<file path="src/rtl/ones_pattern_gen.sv">
// Serial thermometer-code generator: turns a ones count into a LENGTH-bit word
// with that many 1s packed into the MSBs, one bit shifted in per clock.
module ones_pattern_gen #(
  parameter int unsigned LENGTH = 16
) (
  input  logic              clk,
  input  logic              rst_n,
  input  logic              start_i,
  input  logic [4:0]        number_i,
  output logic              busy_o,
  output logic              done_o,
  output logic [LENGTH-1:0] o_o,
  output logic              ovf_o
);

  typedef enum logic [1:0] {
    IDLE    = 2'd0,
    SHIFT   = 2'd1,
    DONE_ST = 2'd2
  } state_e;

  localparam logic [4:0] LEN5 = 5'(LENGTH);
  localparam logic [4:0] LAST = 5'(LENGTH - 1);

  state_e              state_q, state_d;
  logic [LENGTH-1:0]   sr_q, sr_d;
  logic [4:0]          cnt_q, cnt_d;
  logic [4:0]          n_q, n_d;
  logic                ovf_pend_q, ovf_pend_d;
  logic [LENGTH-1:0]   o_q, o_d;
  logic                ovf_q, ovf_d;

  // NOTE: every reg gets a default first so no path leaves one unassigned (no latches).
  always_comb begin
    state_d    = state_q;
    sr_d       = sr_q;
    cnt_d      = cnt_q;
    n_d        = n_q;
    ovf_pend_d = ovf_pend_q;
    o_d        = o_q;
    ovf_d      = ovf_q;

    unique case (state_q)
      IDLE: begin
        if (start_i) begin
          state_d    = SHIFT;
          n_d        = (number_i > LEN5) ? LEN5 : number_i;
          ovf_pend_d = (number_i > LEN5);
          sr_d       = '0;
          cnt_d      = '0;
        end
      end
      SHIFT: begin
        sr_d  = {sr_q[LENGTH-2:0], (cnt_q < n_q)};
        cnt_d = cnt_q + 5'd1;
        // The last shift publishes the finished word directly, so O is valid with DONE.
        if (cnt_q == LAST) begin
          state_d = DONE_ST;
          o_d     = sr_d;
          ovf_d   = ovf_pend_q;
        end
      end
      DONE_ST: state_d = IDLE;
      default: state_d = IDLE;
    endcase
  end

  // NOTE: sequential state uses non-blocking assignments so all regs update together.
  always_ff @(posedge clk or negedge rst_n) begin
    if (!rst_n) begin
      state_q    <= IDLE;
      sr_q       <= '0;
      cnt_q      <= '0;
      n_q        <= '0;
      ovf_pend_q <= 1'b0;
      o_q        <= '0;
      ovf_q      <= 1'b0;
    end else begin
      state_q    <= state_d;
      sr_q       <= sr_d;
      cnt_q      <= cnt_d;
      n_q        <= n_d;
      ovf_pend_q <= ovf_pend_d;
      o_q        <= o_d;
      ovf_q      <= ovf_d;
    end
  end

  assign busy_o = (state_q != IDLE);
  assign done_o = (state_q == DONE_ST);
  assign o_o    = o_q;
  assign ovf_o  = ovf_q;

endmodule

</file>
<file path="config.mk">
export PLATFORM = sky130hd
export DESIGN_NAME = ones_pattern_gen
export DESIGN_NICKNAME = d
export VERILOG_FILES = /design/src/rtl/ones_pattern_gen.sv
export SDC_FILE = /design/constraint.sdc
export NUM_CORES = 1
export LEC_CHECK = 0
export ABC_AREA = 1
export CAP_MARGIN = 0
export CORE_UTILIZATION = 57
export DETAILED_ROUTE_END_ITERATION = 6
export GPL_ROUTABILITY_DRIVEN = 0
export PLACE_DENSITY = 0.83
export SLEW_MARGIN = 20
export SYNTH_ARGS = -nofsm -noshare
export SYNTH_HDL_FRONTEND = slang
export SYNTH_SLANG_ARGS = --single-unit
</file>
<file path="constraint.sdc">
create_clock -name clk -period 3.8 [get_ports clk]
set_input_delay 0.38 -clock clk [delete_from_list [all_inputs] [get_ports clk]]
set_output_delay 0.38 -clock clk [all_outputs]
set_load 0.03 [all_outputs]
</file>
==> results.toml <==
[grt]
antenna_found_initial = 0
overflow = 0
grt_pass1_vias = 1311
grt_max_degree = 46
track_usage = 0.2197
grt_pass1_wl_mm = 5.582

[setup_path]
critPathRequiredTime_ps = 3420
worstSetupPathType = "reg2out"
cp_max_fo = 3
cp-start-kind = "register"
arrival_ps = 1600
rr_worst_depth = 9
setup.worst_path.end_class = "output port"
rrSetupSlack_ps = 2030
r2r-start = "cnt_q[1]$_DFFE_PN0P_"
r2r_end = "o_o[0]$_DFFE_PN0P_"

[cells_and_area]
drive_gt1_frac = 0.07111
area_delta_synth_final_pct = 18.24
fin_nets = 238
antenna_cells = 0

[placed_design]
hpwlAfterDp_mm = 2.313
io_buffer_count = 26
pre_cts_ws_ps = 2044

[die]
die_w_um = 59.63
dieArea_um2 = 3556
io_pins = 27
rows = 20
floorplan.initialDensity = 0.6101
die_y_um = 59.63
core_um2 = 3103

[logic_synthesis]
syn_area_um2 = 1893
synthTopCellsByArea = "dfrtp_1 (59%), nand2_1 (8.9%), inv_1 (6.9%)"
avgSynthCellArea_um2 = 9.609
synth_edf_count = 0
mappedNetlistNets = 211
ys_ff_latch = 45
synth_cells = 197
synthFlopType = "dfrtp_1"
ys_async_sr_fraction = 1.000
synth_top_area_share = 0.5948
yosys.area.top_type = "dfrtp_1"
yosysWarnings = 0
synth_common_cells = "dfrtp_1 (45), nand2_1 (45), inv_1 (35), o21ai_1 (16), o22ai_1 (16)"
yosysSeqAreaShare = 0.5948
synth_cell_type_count = 23

[cts]
cts_buffer_depth = 2
cts-root-buf = "clkbuf_4"
hold_buffers = 0
cts-htree-levels = 2
clk_latency_ps = 360
cts_setup_buffers = 0
numCtsBuffers = 5
cts_resized = 0
cts_tree = "yes"
clkTransAtPathRegs_ps = 130
clock_sinks = 45

[routing]
wirelength_mm = 3.289
vias = 1380
drcViolationCount = 0
dr.pass1.iters = 4
wire_per_inst_um = 12.23
routed_via_density = 5.130
ant_nets = 0
drt_iter0_drc = 59

[timing]
min_period_ps = 1984
fin_crit_sh = 0.5222
worstMarginPinSlew_ps = 942.4
clock-skew-final_ps = 7.464
rsz0062_at_grt = "false"
relSlewSlack = 0.3718
hold_viol = 0
worst_slack_ps = 1816
fin_tns_setup_ps = 0
setup_viol = 0
whs_ps = 146.3
fmax_ghz = 0.5040
drv_slew = 0

[pwr]
powerDensity_nw_per_um2 = 918.3
p_leak_nw = 1.105
ir_drop_v = 0.0004878

[flow_run]
timing.max_cap.violations = 0

[min_path]
hold_class = "in2async"

[outcome]
status = "completed"
metrics by stage:
stage | instance area (um2) | utilization | std cells | total power [mW]
after floorplan | 1893 | - | 197 | 1.452
final | 2238 | 0.7214 | 269 | 2.056
after global routing | 2238 | 0.7214 | 269 | 2.206
after CTS | 2238 | 0.7214 | 269 | 2.074
after detailed placement | 2150 | 0.6927 | 261 | 1.762
after global placement | 2150 | 0.6927 | 261 | 1.713
critical path, stage by stage, from the launching register on:
cell and delay (ps):
dfrtp_1 410, inv_1 80, nand2_1 90, clkdlybuf4s50_1 670
report_power, final:
group          leakage (nW)  switching, mW  internal (mW)
clock network        0.0445          0.149          0.156
registers             0.552          0.105          0.695
logic                 0.508          0.582          0.367
flip-flops by register name, summed over array words and instances (netlist names):
signal and count:
cnt_q 5, n_q 5, o_o 16, ovf_o 1
ovf_pend_q 1, sr_q 15, state_q 2
logic make-up after synthesis:
kind of cell / after synthesis / synth area share
AND/OR/NAND/NOR: 63 / 0.1461
AO/OA/AOI/OAI: 40 / 0.1177
flip-flops: 45 / 0.5948
buffers and inverters: 43 / 0.1018
adder cells (fa/ha/maj): 6 / 0.03966
worst max path at each step:
stage          slack, ps  depth (start not counted)              startpoint                   to
6_report            1820                          3  state_q[0]$_DFFE_PN0P_               busy_o
5_1_grt             1720                          3  state_q[0]$_DFFE_PN0P_               busy_o
4_1_cts             1790                          3  state_q[0]$_DFFE_PN0P_               busy_o
3_5_place_dp        2040                          9    cnt_q[1]$_DFFE_PN0P_  o_o[15]$_DFFE_PN0P_
3_3_place_gp        2110                          9    cnt_q[1]$_DFFE_PN0P_    ovf_o$_DFFE_PN0P_
2_1_floorplan       2360                         10    cnt_q[1]$_DFFE_PN0P_  o_o[10]$_DFFE_PN0P_
metal layers:
layer | global-route usage | up-vias | part of all wire
li1 | - | 686 | -
met1 | 0.2599 | 649 | 0.44
met2 | 0.3692 | 36 | 0.49
met3 | 0.05895 | 9 | 0.044
met4 | 0.1096 | 0 | 0.021
met5 | 0 | - | 0
area by class of cell:
type / instances / area (um2)
Multi-Input combinational cell: 109 / 574.3
Inverter: 37 / 138.9
Fill cell: 262 / 864.6
Timing Repair Buffer: 26 / 255.2
Tap cell: 44 / 55.05
Clock buffer: 6 / 51.30
Clock inverter: 2 / 37.54
Sequential cell: 45 / 1126
placed cells by master (no fill, tap or decap):
master	count
a21oi_1	2
buf_2	1
bufinv_16	1
clkbuf_4	5
clkbuf_8	1
clkdlybuf4s50_1	25
clkinvlp_4	1
dfrtp_1	45
ha_1	6
inv_1	35
inv_2	2
nand2_1	45
nand2_2	1
nand2_4	1
nand3_1	2
nand3_2	1
nand4_1	3
nor2_1	6
nor2_2	1
nor2_4	1
nor3_1	1
o21a_1	1
o21ai_0	5
o21ai_1	16
o22ai_1	16
or2_0	1
(Power assumes the default switching activity.)
